[config.mk]
export PLATFORM = sky130hd
export DESIGN_NAME = mem_access_unit
export DESIGN_NICKNAME = d
export VERILOG_FILES = /design/src/rtl/mem_access_unit.sv
export SDC_FILE = /design/constraint.sdc
export NUM_CORES = 1
export LEC_CHECK = 0
export ABC_AREA = 1
export BUFFER_PORTS_ARGS = -buffer_cell sky130_fd_sc_hd__clkbuf_2
export CAP_MARGIN = 20
export CELL_PAD_IN_SITES_DETAIL_PLACEMENT = 1
export CELL_PAD_IN_SITES_GLOBAL_PLACEMENT = 2
export CORE_UTILIZATION = 23
export CTS_CLUSTER_SIZE = 30
export DETAILED_ROUTE_END_ITERATION = 16
export GPL_TIMING_DRIVEN = 0
export PLACE_DENSITY_LB_ADDON = 0.1
export SKIP_CTS_REPAIR_TIMING = 1
export SYNTH_ARGS = -nofsm -noshare
export SYNTH_HDL_FRONTEND = slang
export SYNTH_SLANG_ARGS = --single-unit
export TNS_END_PERCENT = 100
[constraint.sdc]
create_clock -name clk_100MHz -period 2.05 [get_ports clk_100MHz]
set_input_delay 0.205 -clock clk_100MHz [delete_from_list [all_inputs] [get_ports clk_100MHz]]
set_output_delay 0.205 -clock clk_100MHz [all_outputs]
set_load 0.05 [all_outputs]
[src/rtl/mem_access_unit.sv]
// MEM-stage load/store responder: turns EX/MEM load/store requests into req/ack
// transactions on the data-memory bus and produces the MEM/WB writeback bundle.
module mem_access_unit #(
    parameter int ADDR_W  = 32,
    parameter int DATA_W  = 32,
    parameter int TIMEOUT = 255
) (
    input  logic              clk_100MHz,
    input  logic              rst,
    input  logic              mem_r_ena_i,
    input  logic [ADDR_W-1:0] mem_r_addr_i,
    input  logic              mem_w_ena_i,
    input  logic [ADDR_W-1:0] mem_w_addr_i,
    input  logic [DATA_W-1:0] mem_w_data_i,
    input  logic [31:0]       inst_i,
    input  logic              reg_w_ena_i,
    input  logic [4:0]        reg_w_addr_i,
    input  logic [DATA_W-1:0] reg_w_data_i,
    input  logic              bus_ack_i,
    input  logic [DATA_W-1:0] bus_rdata_i,
    output logic              bus_req_o,
    output logic              bus_we_o,
    output logic [ADDR_W-1:0] bus_addr_o,
    output logic [DATA_W-1:0] bus_wdata_o,
    output logic [3:0]        bus_be_o,
    output logic              hold_o,
    output logic              reg_w_ena_o,
    output logic [4:0]        reg_w_addr_o,
    output logic [DATA_W-1:0] reg_w_data_o,
    output logic              misalign_o,
    output logic              bus_err_o
);

    localparam int CNT_W = $clog2(TIMEOUT + 1);
    localparam logic [CNT_W-1:0] CNT_LAST = CNT_W'(TIMEOUT - 1);

    typedef enum logic [1:0] {S_IDLE, S_BUSY, S_DONE} state_e;

    state_e            state_q, state_d;
    logic [CNT_W-1:0]  cnt_q, cnt_d;
    logic              bus_req_q, bus_req_d;
    logic              bus_we_q, bus_we_d;
    logic [ADDR_W-1:0] bus_addr_q, bus_addr_d;
    logic [DATA_W-1:0] bus_wdata_q, bus_wdata_d;
    logic [3:0]        bus_be_q, bus_be_d;
    logic              reg_w_ena_q, reg_w_ena_d;
    logic [4:0]        reg_w_addr_q, reg_w_addr_d;
    logic [DATA_W-1:0] reg_w_data_q, reg_w_data_d;
    logic              misalign_q, misalign_d;
    logic              bus_err_q, bus_err_d;
    logic [2:0]        ld_f3_q, ld_f3_d;
    logic [1:0]        ld_off_q, ld_off_d;
    logic              ld_ena_q, ld_ena_d;

    logic              req_any, is_store, legal_f3, aligned, access_ok;
    logic [ADDR_W-1:0] acc_addr;
    logic [2:0]        funct3;
    logic [3:0]        st_be;
    logic [DATA_W-1:0] st_wdata, ld_data;
    logic [7:0]        ld_byte;
    logic [15:0]       ld_half;
    logic              unused_inst_bits;

    assign unused_inst_bits = ^{inst_i[31:15], inst_i[11:0]};

    // Stores win when both request lines are raised in the same cycle.
    assign req_any  = mem_r_ena_i | mem_w_ena_i;
    assign is_store = mem_w_ena_i;
    assign acc_addr = is_store ? mem_w_addr_i : mem_r_addr_i;
    assign funct3   = inst_i[14:12];

    always_comb begin
        legal_f3 = 1'b0;
        aligned  = 1'b0;
        if (is_store) legal_f3 = funct3 inside {3'b000, 3'b001, 3'b010};
        else          legal_f3 = funct3 inside {3'b000, 3'b001, 3'b010, 3'b100, 3'b101};
        case (funct3[1:0])
            2'b00:   aligned = 1'b1;
            2'b01:   aligned = ~acc_addr[0];
            2'b10:   aligned = (acc_addr[1:0] == 2'b00);
            default: aligned = 1'b0;
        endcase
    end
    assign access_ok = legal_f3 & aligned;

    always_comb begin
        st_be    = 4'b1111;
        st_wdata = mem_w_data_i;
        case (funct3[1:0])
            2'b00: begin
                st_be    = 4'b0001 << acc_addr[1:0];
                st_wdata = {4{mem_w_data_i[7:0]}};
            end
            2'b01: begin
                st_be    = acc_addr[1] ? 4'b1100 : 4'b0011;
                st_wdata = {2{mem_w_data_i[15:0]}};
            end
            default: ;
        endcase
    end

    always_comb begin
        ld_byte = bus_rdata_i[7:0];
        case (ld_off_q)
            2'd1:    ld_byte = bus_rdata_i[15:8];
            2'd2:    ld_byte = bus_rdata_i[23:16];
            2'd3:    ld_byte = bus_rdata_i[31:24];
            default: ld_byte = bus_rdata_i[7:0];
        endcase
        ld_half = ld_off_q[1] ? bus_rdata_i[31:16] : bus_rdata_i[15:0];
        case (ld_f3_q)
            3'b000:  ld_data = {{24{ld_byte[7]}}, ld_byte};
            3'b001:  ld_data = {{16{ld_half[15]}}, ld_half};
            3'b100:  ld_data = {24'h0, ld_byte};
            3'b101:  ld_data = {16'h0, ld_half};
            default: ld_data = bus_rdata_i;
        endcase
    end

    always_comb begin
        state_d      = state_q;
        cnt_d        = cnt_q;
        bus_req_d    = bus_req_q;
        bus_we_d     = bus_we_q;
        bus_addr_d   = bus_addr_q;
        bus_wdata_d  = bus_wdata_q;
        bus_be_d     = bus_be_q;
        reg_w_ena_d  = reg_w_ena_q;
        reg_w_addr_d = reg_w_addr_q;
        reg_w_data_d = reg_w_data_q;
        misalign_d   = 1'b0;
        bus_err_d    = 1'b0;
        ld_f3_d      = ld_f3_q;
        ld_off_d     = ld_off_q;
        ld_ena_d     = ld_ena_q;
        hold_o       = 1'b0;
        case (state_q)
            S_IDLE: begin
                cnt_d = '0;
                if (req_any) begin
                    hold_o       = 1'b1;
                    reg_w_ena_d  = 1'b0;
                    reg_w_addr_d = reg_w_addr_i;
                    if (access_ok) begin
                        bus_req_d   = 1'b1;
                        bus_we_d    = is_store;
                        bus_addr_d  = {acc_addr[ADDR_W-1:2], 2'b00};
                        bus_wdata_d = is_store ? st_wdata : '0;
                        bus_be_d    = is_store ? st_be : 4'b1111;
                        ld_f3_d     = funct3;
                        ld_off_d    = acc_addr[1:0];
                        ld_ena_d    = reg_w_ena_i;
                        state_d     = S_BUSY;
                    end else begin
                        misalign_d = 1'b1;
                    end
                end else begin
                    reg_w_ena_d  = reg_w_ena_i;
                    reg_w_addr_d = reg_w_addr_i;
                    reg_w_data_d = reg_w_data_i;
                end
            end
            S_BUSY: begin
                hold_o = 1'b1;
                if (bus_ack_i || cnt_q == CNT_LAST) begin
                    bus_req_d   = 1'b0;
                    bus_we_d    = 1'b0;
                    bus_addr_d  = '0;
                    bus_wdata_d = '0;
                    bus_be_d    = 4'b0000;
                    cnt_d       = '0;
                    state_d     = S_DONE;
                    reg_w_ena_d = 1'b0;
                    if (!bus_ack_i) begin
                        bus_err_d = 1'b1;
                    end else if (!bus_we_q) begin
                        reg_w_ena_d  = ld_ena_q;
                        reg_w_data_d = ld_data;
                    end
                end else begin
                    cnt_d = cnt_q + CNT_W'(1);
                end
            end
            S_DONE: begin
                // Upstream advances this cycle; the retiring instruction is not re-evaluated.
                reg_w_ena_d = 1'b0;
                cnt_d       = '0;
                state_d     = S_IDLE;
            end
            default: state_d = S_IDLE;
        endcase
        if (rst) hold_o = 1'b0;
    end

    always_ff @(posedge clk_100MHz) begin
        if (rst) begin
            state_q      <= S_IDLE;
            cnt_q        <= '0;
            bus_req_q    <= 1'b0;
            bus_we_q     <= 1'b0;
            bus_addr_q   <= '0;
            bus_wdata_q  <= '0;
            bus_be_q     <= 4'b0000;
            reg_w_ena_q  <= 1'b0;
            reg_w_addr_q <= 5'd0;
            reg_w_data_q <= '0;
            misalign_q   <= 1'b0;
            bus_err_q    <= 1'b0;
            ld_f3_q      <= 3'b000;
            ld_off_q     <= 2'b00;
            ld_ena_q     <= 1'b0;
        end else begin
            state_q      <= state_d;
            cnt_q        <= cnt_d;
            bus_req_q    <= bus_req_d;
            bus_we_q     <= bus_we_d;
            bus_addr_q   <= bus_addr_d;
            bus_wdata_q  <= bus_wdata_d;
            bus_be_q     <= bus_be_d;
            reg_w_ena_q  <= reg_w_ena_d;
            reg_w_addr_q <= reg_w_addr_d;
            reg_w_data_q <= reg_w_data_d;
            misalign_q   <= misalign_d;
            bus_err_q    <= bus_err_d;
            ld_f3_q      <= ld_f3_d;
            ld_off_q     <= ld_off_d;
            ld_ena_q     <= ld_ena_d;
        end
    end

    assign bus_req_o    = bus_req_q;
    assign bus_we_o     = bus_we_q;
    assign bus_addr_o   = bus_addr_q;
    assign bus_wdata_o  = bus_wdata_q;
    assign bus_be_o     = bus_be_q;
    assign reg_w_ena_o  = reg_w_ena_q;
    assign reg_w_addr_o = reg_w_addr_q;
    assign reg_w_data_o = reg_w_data_q;
    assign misalign_o   = misalign_q;
    assign bus_err_o    = bus_err_q;

endmodule

# Yosys cells after proc, flatten, opt, wreduce, memory -nomap -nowiden
# Index checks and enable logic that the tools add are counted.
# op_classes
n_addsub,1
n_mul,0
n_div,0
n_lt_le_gt_ge,0
eq_ne,21
shifts,1
mux,50
bitwise_logic,7
reduce_logical,19
# op_table
op,n
2-to-1 mux 32 bit,11
case mux 32 bit (2 select lines),4
case mux 32 bit (4 select lines),1
case mux 8 bit (3 select lines),1
2-to-1 mux 4 bit,5
2-to-1 mux 16 bit,1
case mux 4 bit (2 select lines),2
case mux 8 bit (2 select lines),1
2-to-1 mux 1 bit,14
"equality test 3 bit, second input constant",4
"!= test 2 bit, second input constant",6
"adder 8 x 1 -> 8 bit, second input constant",1
"equality test 2 bit, second input constant",4
"equality test 8 bit, second input constant",1
2-to-1 mux 8 bit,1
"equality test 2 x 1 -> 1 bit, second input constant",3
"equality test 3 x 1 -> 1 bit, second input constant",2
zero test 2 bit,3
zero test 3 bit,2
2-to-1 mux 2 bit,3
case mux 1 bit (2 select lines),3
case mux 1 bit (3 select lines),2
AND reduction 3 bit,2
nonzero test 3 bit,2
14 further kinds,20
# totals
ff_bits,126
latch_bits,0
mem_bits_rw,0
rom_bits,0
input_bits,203
mem_count,0

# Depth between registers and ports, before layout
# Gate-level depths: netlist of run 1.
# depth
word_depth,7
mapped_depth,13
mapped_depth_nobuf,11

# Worst setup path after synthesis of run 1
# OpenSTA, ideal clock, no wires.
# synth_timing
path_type,register -> output
start,register state_q[1]
end,output hold_o
arrival_ns,1.908
path_slack_ns,-0.063
stages_incl_launch_ff,6
cell_sequence,dfxtp_1 -> inv_1 -> ha_1 -> inv_1 -> clkbuf_1 -> o21ai_0
# synth_between
elab_chain_cells,3
elab_cells_between_ends,4
cone_classes,1 x eq/ne; 2 x mux; 1 x reduce/logical
# synth_rtl
element,line,rtl
"start, declared",39,"state_e state_q, state_d;"
"start signal, assigned",213,state_q <= state_d;
equality test 2 x 1 -> 1 bit or zero test 2 bit (tied branches),137,case (state_q)
case mux 1 bit (2 select lines) *,137,
2-to-1 mux 1 bit *,192,if (rst) hold_o = 1'b0;
"end, declared",26,"output logic hold_o,"
# Mark *: on every way between the ends. The rest lies on a longest branch, timed or not.

# Worst setup path after layout of run 1
# layout_timing
start,register state_q[1]
end,"register bus_addr_q[28], in the netlist bus_addr_o[28]"
# layout_between
elab_chain_cells,3
elab_cells_between_ends,8
cone_classes,4 x eq/ne; 1 x mux; 3 x reduce/logical
# layout_rtl
element,line,rtl
equality test 2 x 1 -> 1 bit or zero test 2 bit (tied branches),137,
!= test 2 bit (no source line) or nonzero test 2 bit (tied branches),n/a,
AND reduction 4 bit (no source line),n/a,
"end signal, assigned",217,bus_addr_q <= bus_addr_d;
"end, declared",43,"logic [ADDR_W-1:0] bus_addr_q, bus_addr_d;"
# Parallel ways exist; a longest one is shown, timed or not.
# A chain may end at the register's enable or synchronous reset.

==> summary.md, run 1 <==
| Metric | Value |
|---|---|
| Switch share | 38.9% |
| Row count | between 60 and 70 |
| Hold Path Class | in2reg |
| Syn avg cell area | 6.57 um^2 |
| Yosys cell types | 36 |
| Routed Antenna Nets | 0 |
| Post-Syn Instances | about 1,000 |
| Worst slew pin tran | between 0.6 and 0.7 ns |
| Clock sink total | 124 |
| Final core utilization | around a third |
| Reg2Reg Depth | 11 |
| IO Pins | 314 |
| Max-slew violation count | 0 |
| Crit path DAT | about 2.2 ns |
| Synth warn | 0 |
| Layout area overhead | 39.0% |
| Critical Path Fanout Max | 10 |
| # nets final | 1,511 |
| CTS tree | done |
| Initial DRC count | 325 |
| Seq cells post-synth | 124 |
| Die area | 29,200 um^2 |
| Critical R2R Capture | bus_addr_o[28] |
| Clock slew at reported path FFs | 0.06 ns |
| Endpoints failing setup | 0 |
| CTS Buf Count | 17 |
| Internal | 5140 uW |
| Seq pwr share | 32.4% |
| Status | finished, final reports clean |
| Routed WL | 29.2 mm |
| Setup TNS Final | 0 ns |
| Max VDD drop | 0.000411 V |
| GRT overflow | 0 |
| GPL Wtd Cong | 0.826 |
| Worst setup path endpoint | bus_addr_o[28] |
| Max_slew headroom | 59.0% |
| Area share of the largest cell type after synthesis | 37.8% |
| Final Skew | 0.00992 ns |
| Starting Density | 23.5% |
| CTS Buffer Depth | 2 |
| Largest net degree at the start of global routing | 17 |
| Clock power share | 37.2% |
| Routed WL per cell | 17.2 um |
| CP startpoint kind | flip-flop |
| H-tree depth | 4 |
| Die X | 171 um |
| Vias in the first global route | 7,850 |
| Setup ws final | 0.120 ns |
| Dominant cell type by area after synthesis | dfxtp_1 |
| Total number of vias | around 7,700 |
| Via density | approximately 4.5 |
| Hold slack | 0.00954 ns |
| R2R Setup Slk | 0.12 ns |
| GRT Overall Usage | 20.0% |
| Psw | 3270 uW |
| # diodes | 0 |
| Hpwl dp | 23.2 mm |
| Tmin final | 1.93 ns |
| Leak Pwr | roughly 0.0042 uW |
| Root Driver | clkbuf_16 |
| Combinational Power Share | ~30% |
| Share of layout cells above drive strength 1 | roughly 30% |
| Max-Cap Viols | 0 |
| Power density cells | between 900 and 1000 nW/um^2 |
| Largest cells by area after synthesis | dfxtp_1, nand2_1, a21oi_1 |
| Sequential-to-total area share from yosys stat | a little under two fifths |
| CP endpoint kind | flip-flop |
| CP Launch Point | state_q[1] |
| Worst EP required | 2.33 ns |
| Fin. Hold Viols | 0 |
| IO buf count | 279 |
| Syn Std Cell Area | 6570 um^2 |
| Vert. Die Dim | 171 um |
| Drt pass-1 iters | 4 |
| FF-to-FF Start | state_q[1] |
| Core Area | 27,900 um^2 |
| Remaining DRCs | 0 |
| Fmax | between 0.5 and 0.6 GHz |
| Dpl ws | -0.304 ns |
| Setup CP Type | reg2reg |
| First-pass GRT wire length | 44.4 mm |
| Worst skew pair latency | 0.43 ns |
| Final period util | 94.1% |
| Initial antenna violation count | 0 |
## worst max-delay path: stages (launching register included)
cell and delay [ns]:
dfxtp_1 0.39, inv_1 0.11, ha_1 0.22, buf_6 0.17, nor2_4 0.15, inv_1 0.08, nand2_4 0.13, nand2_4 0.10
buf_8 0.16, buf_6 0.14, nand2_1 0.06, a21oi_1 0.06
## state kept, by name, indices dropped and copies added, names as in the netlist, 2 cells and up
name / flops
bus_wdata_o: 32
reg_w_data_o: 32
bus_addr_o: 30
cnt_q: 8
reg_w_addr_o: 5
bus_be_o: 4
ld_f3_q: 3
ld_off_q: 2
state_q: 2
## placed cells by master (no fill, tap or decap), types with 3 or more instances in the layout
cell	instances
o21ai_1	14
dfxtp_1	123
a21oi_1	156
nand3_1	79
buf_1	7
nor3_1	25
inv_1	45
ha_1	5
o21ai_0	88
xor2_1	4
inv_2	6
buf_6	9
nand2_1	283
nor2_4	3
buf_2	23
nand2_4	3
clkbuf_2	283
clkbuf_16	17
nor2_1	55
clkbuf_1	26
buf_4	10
nand2_2	7
or2_2	6
inv_6	5
clkinv_4	4
## worst min-delay path by stage
stage,end,cells after the start,from,slack (ns)
6_report,reg_w_addr_o[0],3,reg_w_addr_i[0],0.01
5_1_grt,reg_w_addr_o[2],3,reg_w_addr_i[2],0.01
4_1_cts,bus_err_o,2,bus_ack_i,-0.04
3_5_place_dp,bus_err_o,2,bus_ack_i,0.41
3_3_place_gp,bus_err_o,2,bus_ack_i,0.40
2_1_floorplan,bus_err_o,1,bus_ack_i,0.28
## stage by stage
stage | power, uW | cells | area, um^2
after floorplan | 4480 | 1001 | 6570
after global placement | 5320 | 1658 | 8440
after detailed placement | 5320 | 1658 | 8440
after CTS | 8490 | 1690 | 9030
after global routing | 8840 | 1693 | 9130
final | 8410 | 1693 | 9130
## layer usage
metal  vias to the layer above  wire length, um  share of wire [%]  global-route usage, %
met3                        16             1580                5.4                   4.19
met5                         -                0                  0                      0
met1                      3544            13000                 45                   25.1
li1                       3899                -                  -                      -
met2                       202            14200                 49                   34.6
met4                         0              333                1.1                   4.85
## power groups by stage
stage | combinational [uW] | sequential (uW) | clock, uW
2_1_floorplan | 1050 | 3430 | 0
3_3_place_gp | 2540 | 2780 | 0
3_5_place_dp | 2540 | 2780 | 0
4_1_cts | 2550 | 2730 | 3210
5_1_grt | 2790 | 2750 | 3300
6_report | 2550 | 2730 | 3130
## layout make-up
cell class                      instances  area [um^2]
Fill cell                            3621        18800
Multi-Input combinational cell        749         3540
Sequential cell                       124         2480
Timing Repair Buffer                  282         1430
Tap cell                              378          473
Clock buffer                           18          429
Buffer                                 77          425
Inverter                               51          191
Clock inverter                         14          159
## cells in the mapped netlist
cell      number
o22ai_1        1
inv_1         46
nor2_8         2
nand3_2        1
nor2_4         2
o21ai_0       89
buf_4          8
conb_1         1
a31oi_1        1
ha_1           6
nand3_1       79
xor2_1         4
buf_1          8
clkbuf_2       1
nor3_1        26
a32oi_1        1
nor2_2         2
nand2_2        6
o21ai_2        2
o21ai_1       13
nand2_1      285
a21oi_1      156
o21bai_1       1
nand4_1        1
nor2_1        56
or2_2          6
o211ai_1       1
inv_2          5
nand2_4        2
dfxtp_1      124
buf_6          7
clkbuf_1      30
nand3_4        1
buf_2         23
nor4_1         1
nor3b_1        2
## kinds of logic (layout without fill, tap and decap cells)
kind of cell	count (synthesis)	count (layout)	synth area share, %
AOI/OAI and AO/OA	265	265	20.5
other	1	2	0.0571
adders and majority gates	6	6	1.14
DFF	124	124	37.8
xor gates and xnor gates	4	4	0.533
and+or+nand+nor	472	472	31.0
buffers and inverters	128	442	9.03
No activity file was read; power rests on OpenSTA's default activity.
==> run 2: changes to the inputs <==
--- a/config.mk
+++ b/config.mk
@@ -5,12 +5,11 @@
 export SDC_FILE = /design/constraint.sdc
 export NUM_CORES = 1
 export LEC_CHECK = 0
-export ABC_AREA = 1
 export BUFFER_PORTS_ARGS = -buffer_cell sky130_fd_sc_hd__clkbuf_2
 export CAP_MARGIN = 20
 export CELL_PAD_IN_SITES_DETAIL_PLACEMENT = 1
 export CELL_PAD_IN_SITES_GLOBAL_PLACEMENT = 2
-export CORE_UTILIZATION = 23
+export CORE_UTILIZATION = 25
 export CTS_CLUSTER_SIZE = 30
 export DETAILED_ROUTE_END_ITERATION = 16
 export GPL_TIMING_DRIVEN = 0
==> run 2 against run 1 <==
  * Worst setup slack worse by 0.013 ns
  * Die area down 17%
  * Register-to-register slack about the same
  * Area after synthesis down 10%
  * Critical path type is now reg2out
==> summary.md, run 2 <==
| Metric | Value |
|---|---|
| Status | finished, final reports clean |
| Share of layout cells above drive strength 1 | 40.2% (+10 points) |
| Routed WL | 23.7 mm (-19%) |
| Setup CP Type | reg2out |
| Routed WL per cell | 18.9 um (+9.7%) |
| Remaining DRCs | 0 (unchanged) |
| Drt pass-1 iters | 5 (+1) |
| Mux share of post-synthesis cell area | 11.6% (+12 points) |
| CP cell instances | inv_2 > ha_4 > buf_8 > clkinvlp_4 > buf_6 > a21oi_2 > buf_6 |
| Most frequent cells in the layout | clkbuf_2, dfxtp_1, mux2i_1 |
| Power density cells | 953 nW/um^2 (+3.4%) |
| EDFF count, synth | 0 (unchanged) |
| Internal | 5370 uW (+4.5%) |
| Critical R2R Capture | bus_be_o[1] |
| Starting Density | 25.8% (+2.3 points) |
| First-pass GRT wire length | 35.8 mm (-19%) |
| GRT Overall Usage | 19.4% (-0.55 points) |
| Critical Path Fanout Max | 10 (unchanged) |
| Syn Std Cell Area | 5910 um^2 (-10%) |
| CP delay by family, top | buffers and inverters |
| Syn avg cell area | 9.47 um^2 (+44%) |
| Seq cells post-synth | 124 (unchanged) |
| GPL Wtd Cong | 0.862 (+4.4%) |
| Area share of the largest cell type after synthesis | 42.0% (+4.2 points) |
| Hold slack | 0.0344 ns (+0.0248 ns) |
| Routed Antenna Nets | 0 (unchanged) |
| Switch share | 33.9% (-5.0 points) |
| Combinational Power Share | 26.5% (-3.9 points) |
| FF-to-FF Start | state_q[1] |
| Die area | 24,300 um^2 (-17%) |
| CTS tree | done |
| CP Launch Point | state_q[1] |
| Max VDD drop | 0.000477 V (+16%) |
| Crit path DAT | 1.74 ns (-0.47 ns) |
| Count leader, synth | dfxtp_1 |
| Final period util | 94.8% (+0.65 points) |
| IO buf count | 279 (unchanged) |
| CP endpoint kind | output port |
| Yosys cell types | 58 (+61%) |
| Max_slew headroom | 43.1% (-16 points) |
| Fill cells | 2,681 (-26%) |
| Via density | 4.82 (+6.4%) |
| Hpwl dp | 18.7 mm (-19%) |
| Top cell by count, worst path | buf_6 |
| Seq pwr share | 33.5% (+1.1 points) |
| H-tree depth | 4 (unchanged) |
| Final Skew | 0.0187 ns (+0.00878 ns) |
| Initial antenna violation count | 1 (+1) |
| Fmax | 0.515 GHz (-0.69%) |
| Xor/xnor share of the synthesized area | 1.04% (+0.50 points) |
| Layout area overhead | 44.3% |
| Worst setup path endpoint | hold_o |
| Final core utilization | 37.2% (+4.5 points) |
| Root Driver | clkbuf_16 |
| Dominant cell type by area after synthesis | dfxtp_1 |
| Core Area | 22,900 um^2 (-18%) |
| Largest family of logic cells by synthesized area | compound AO/OA/AOI/OAI gates |
| Fraction of registers with async set/reset | 0% (unchanged) |
| Leak Pwr | 0.00389 uW (-7.8%) |
| Total number of vias | 6,044 (-21%) |
| CTS Buf Count | 17 (unchanged) |
| Top cells by count, synth | dfxtp_1, mux2i_1, nand2_1 |
| CP Depth | 7 (-4) |
| Max-Cap Viols | 0 (unchanged) |
| Row count | 55 (-9.8%) |
| Simple-gate portion of the synthesized area | 10.7% (-20 points) |
| Clock power share | 40.0% (+2.8 points) |
| Largest net degree at the start of global routing | 17 (unchanged) |
| Clock slew at reported path FFs | 0.06 ns (about the same) |
| Worst slew pin tran | 0.853 ns (+0.239 ns) |
| IO Pins | 314 (unchanged) |
| Endpoints failing setup | 0 (unchanged) |
| Compound-cell area share of the yosys netlist | 26.9% (+6.4 points) |
| Worst EP required | 1.85 ns (-0.48 ns) |
| # nets final | 1,139 (-25%) |
| Crit-path max cell delay | 0.34 ns (-0.05 ns) |
| Synth warn | 0 (unchanged) |
| Most common cell after layout, fill and taps aside | clkbuf_2 |
| GRT overflow | 0 (unchanged) |
| # diodes | 0 (unchanged) |
| Clock sink total | 124 (unchanged) |
| Post-Syn Instances | 624 (-38%) |
| Vert. Die Dim | 156 um (-8.9%) |
| Adder-Cell Fraction of Synth Area | 1.27% (+0.13 points) |
| Tmin final | 1.94 ns (+0.0133 ns) |
| Die X | 156 um (-8.9%) |
| RSZ-0062 raised after global routing | false |
| Vias in the first global route | 6,400 (-18%) |
| Dominant synthesized flop cell | dfxtp_1 |
| Worst path slowest cell | dfxtp_2 |
| Worst skew pair latency | 0.42 ns (about the same) |
| CTS Buffer Depth | 2 (unchanged) |
| Worst Path Buf+Inv | 5 (unchanged) |
| CP startpoint kind | flip-flop |
| Sequential-to-total area share from yosys stat | 42.0% (+4.2 points) |
| Initial DRC count | 196 (-40%) |
| Hold Path Class | in2reg |
| R2R Setup Slk | 0.12 ns (about the same) |
| Fin. Hold Viols | 0 (unchanged) |
| Largest cells by area after synthesis | dfxtp_1, mux2i_1, o2bb2ai_1 |
| Reg2Reg Depth | 9 (-2) |
| Psw | 2750 uW (-16%) |
| Max-slew violation count | 0 (unchanged) |
==> run 2: routing by layer <==
metal | GRT usage (%) | vias up | part of all wire, %
met5 | 0 | - | 0.046
met4 | 4.72 | 2 | 0.92
met3 | 6.33 | 14 | 7.1
met2 | 34.0 | 215 | 49
met1 | 22.8 | 2886 | 42
li1 | - | 2927 | -
==> run 2: worst min path at each step <==
stage	from	endpoint	slack (ns)	cells past startpoint
CTS	reg_w_addr_i[1]	reg_w_addr_o[1]	0.02	3
floorplan	mem_w_data_i[6]	bus_wdata_o[6]	0.34	1
finish	reg_w_addr_i[1]	reg_w_addr_o[1]	0.03	3
detailed placement	bus_wdata_o[9]	bus_wdata_o[9]	0.45	1
global route	reg_w_addr_i[1]	reg_w_addr_o[1]	0.05	3
global placement	reg_w_addr_i[4]	reg_w_addr_o[4]	0.44	3
==> run 2: worst register-to-register path, cell delays in order, from the launching register on <==
cell     delay (ns)
dfxtp_2        0.37
inv_2          0.06
buf_4          0.14
ha_4           0.17
buf_6          0.15
inv_1          0.16
a31oi_4        0.07
o21a_4         0.25
buf_2          0.21
a22o_1         0.26
==> run 2: power by group through the flow <==
stage | Combinational [uW] | Sequential (uW) | Clock, uW
after detailed placement | 2090 | 2770 | 0
final | 2160 | 2720 | 3250
after global routing | 2300 | 2740 | 3450
after CTS | 2100 | 2720 | 3340
after global placement | 2060 | 2760 | 0
after floorplan | 797 | 3370 | 0
==> run 2: logic make-up (layout without fill, tap and decap cells) <==
logic type / Yosys count / after routing
AO/OA/AOI/OAI: 215 / 215
XOR/XNOR: 7 / 7
adder cells (fa/ha/maj): 6 / 6
buffers and inverters: 69 / 386
flip-flops: 124 / 124
multiplexers: 68 / 68
other: 1 / 2
AND/OR/NAND/NOR: 134 / 134
==> run 2: cell type report <==
type | count | area (um^2) | area share, %
tap | 313 | 392 | 4.59
sequential | 124 | 2480 | 29.1
timing repair buffer | 286 | 1460 | 17.1
clock buffer | 18 | 439 | 5.15
clock inverter | 13 | 191 | 2.24
multi-input combinational | 432 | 3130 | 36.7
inverter | 14 | 56.3 | 0.660
buffer | 55 | 378 | 4.43
==> run 2: metrics by stage <==
stage / std cells / total power, uW / TNS [ns] / cell area (um^2) / worst slack [ns]
after floorplan: 625 / 4160 / 0 / 5910 / 0.0579
after global routing: 1255 / 8500 / 0 / 8530 / 0.0147
after detailed placement: 1217 / 4860 / -16.11 / 7700 / -0.522
final: 1255 / 8120 / 0 / 8530 / 0.107
after global placement: 1217 / 4820 / -11.43 / 7700 / -0.391
after CTS: 1248 / 8150 / -18.44 / 8330 / -0.704
==> run 3: changes to the inputs <==
==> constraint.sdc (replaced) <==
create_clock -name clk_100MHz -period 2 [get_ports clk_100MHz]
set_input_delay 0.2 -clock clk_100MHz [delete_from_list [all_inputs] [get_ports clk_100MHz]]
set_output_delay 0.2 -clock clk_100MHz [all_outputs]
set_load 0.005 [all_outputs]
==> run 3 against run 2 <==
  * Final area up 0.13%
  * Non-clock buffer count increased by 2
  * Hold slack lost 0.0089 ns
  * Combinational power fell by 27%
  * First-iteration DRC count up 0.51%
  * Power shrank 5.2%
  * Via count is essentially flat
  * Sequential power is 3% higher
  * Highest routed layer unchanged
  * Clock skew down 0.0093 ns
  * Final cell count increased by 0.16%
  * Worst setup slack lost 0.0072 ns
  * Critical path depth is the same
==> summary.md, run 3 (synthesis gave the netlist of run 2 again) <==
| Metric | Value |
|---|---|
| Status | finished, final reports clean |
| Fin. Hold Viols | 0 (unchanged) |
| CTS Buf Count | 17 (unchanged) |
| Routed WL per cell | 18.8 um (-0.30%) |
| FF-to-FF Start | ld_off_q[1] |
| CTS tree | done |
| Clock sink total | 124 (unchanged) |
| Die X | 156 um (unchanged) |
| CP endpoint kind | flip-flop |
| Clock slew at reported path FFs | 0.06 ns (about the same) |
| # diodes | 0 (unchanged) |
| H-tree depth | 4 (unchanged) |
| Initial antenna violation count | 1 (unchanged) |
| CP startpoint kind | flip-flop |
| Max-slew violation count | 0 (unchanged) |
| Setup CP Type | reg2reg |
| Critical R2R Capture | reg_w_data_o[26] |
| Crit-path max cell delay | 0.39 ns (+0.05 ns) |
| Share of layout cells above drive strength 1 | 40.5% (+0.23 points) |
| Crit path DAT | 2.16 ns (+0.42 ns) |
| Via density | 4.80 (-0.24%) |
| IO Pins | 314 (unchanged) |
| Power density cells | 901 nW/um^2 (-5.4%) |
| Drt pass-1 iters | 5 (unchanged) |
| Setup ws final | 0.0998 ns (-0.00724 ns) |
| Hold Startpoint | reg_w_addr_i[1] |
| Initial DRC count | 197 (+0.51%) |
| Met3 global-route usage | 6.33% (unchanged) |
| M1 GR Usage | 22.8% (unchanged) |
| Leak Pwr | 0.00390 uW (+0.31%) |
| CTS Buffer Depth | 2 (unchanged) |
| Routed Antenna Nets | 0 (unchanged) |
| Reg2Reg Depth | 7 (-2) |
| Layout area overhead | 44.5% |
| Dpl ws | -0.572 ns (-0.0500 ns) |
| R2R Setup Slk | 0.1 ns (-0.02 ns) |
| Vias in the first global route | 6,400 (unchanged) |
| Critical Path Fanout Max | 10 (unchanged) |
| Starting Density | 25.8% (unchanged) |
| CP cell instances | buf_2 > mux2_2 > mux2i_1 > o21ai_1 > a21oi_4 > buf_4 > a221oi_1 |
| IO buf count | 279 (unchanged) |
| Worst Hold End | reg_w_addr_o[1] |
| Remaining DRCs | 0 (unchanged) |
| # nets final | 1,141 (+0.18%) |
| Max_slew headroom | 45.2% (+2.1 points) |
| Worst slew pin tran | 0.822 ns (-0.0311 ns) |
| Layout Cells excl Fill | 1,257 (+0.16%) |
| Most common cell after layout, fill and taps aside | clkbuf_2 |
| Row count | 55 (unchanged) |
| Most frequent cells in the layout | clkbuf_2, dfxtp_1, mux2i_1 |
| RSZ-0062 raised after global routing | false |
| Root Driver | clkbuf_16 |
| CP delay by family, top | multiplexers |
| Core Area | 22,900 um^2 (unchanged) |
| Routed WL | 23.7 mm (-0.14%) |
| Met2 Use GR | 34.0% (unchanged) |
| Worst path slowest cell | mux2_2 |
| Hold Path Depth | 3 (unchanged) |
| Hold Path Class | in2reg |
| Global route hottest layer | met2 |
| Vert. Die Dim | 156 um (unchanged) |
| GRT Overall Usage | 19.4% (unchanged) |
| Max-Cap Viols | 0 (unchanged) |
| First-pass GRT wire length | 35.8 mm (unchanged) |
| Worst Path Buf+Inv | 2 (-3) |
| Endpoints failing setup | 0 (unchanged) |
| Hpwl dp | 18.7 mm (unchanged) |
| GRT overflow | 0 (unchanged) |
| Tmin final | about 1.9 ns |
| Max VDD drop | 0.000491 V (+3.0%) |
| Final period util | 95.0% |
| Total number of vias | 6,039 (-0.083%) |
| Fmax | 0.526 GHz |
| GPL Wtd Cong | 0.862 (unchanged) |
| Die area | 24,300 um^2 (unchanged) |
| Final Skew | 0.00941 ns (-0.00930 ns) |
| Fill cells | 2,683 (+0.075%) |
| Worst skew pair latency | 0.42 ns (about the same) |
| Worst EP required | 2.26 ns (+0.41 ns) |
| Largest net degree at the start of global routing | 17 (unchanged) |
| Placed Cells | 1,217 (unchanged) |
run 3: cell count changes in the layout (fill, tap and decap cells not counted), sizes merged:
cell | before | now
buf | 36 | 37
clkbuf | 323 | 324
run 3: power by group:
group          internal, uW  switching [uW]  total, uW  leakage (uW)
registers              2670             117       2790       0.00101
clock network          2120            1210       3330      0.000299
logic                   711             864       1580       0.00259
total                  5500            2200       7700       0.00390
run 3: layout make-up:
class                      count  area (um^2)  share of cell area [%]
multi-input combinational    432         3130                    36.7
sequential                   124         2480                    29.1
timing repair buffer         288         1460                    17.1
clock buffer                  18          439                    5.14
tap                          313          392                    4.59
buffer                        55          379                    4.44
clock inverter                13          191                    2.24
inverter                      14         56.3                   0.659
run 3: worst max-delay path by stage:
stage	start	slack [ns]	depth (start not counted)	to
final	ld_off_q[1]	0.1	7	reg_w_data_o[26]
after global routing	state_q[0]	0.008	8	reg_w_data_o[18]
after CTS	state_q[1]	-0.63	7	hold_o
after detailed placement	state_q[1]	-0.57	8	reg_w_data_o[30]
after global placement	state_q[1]	-0.44	8	reg_w_data_o[31]
after floorplan	state_q[1]	0.15	8	reg_w_data_o[30]
run 3: tightest hold or removal path, stage by stage:
cell      delay, ns
clkbuf_2       0.08
mux2i_1        0.06
nor2_1         0.07
run 3: metrics by stage:
stage	cell area [um^2]	TNS, ns	hold slack [ns]	power, uW	utilization (%)
6_report	8540	0	0.0255	7700	37.3
5_1_grt	8540	0	0.0424	8080	37.3
4_1_cts	8330	-22.56	0.0119	7720	36.4
3_5_place_dp	7700	-20.23	0.445	4350	33.6
3_3_place_gp	7700	-15.36	0.440	4300	33.6
2_1_floorplan	5910	0	0.333	3640	-
run 3: routing by layer:
metal  share of wire [%]  routed length (um)
met2                  49               11600
met1                  43               10100
met5               0.046                  11
met4                0.96                 227
met3                 7.3                1730
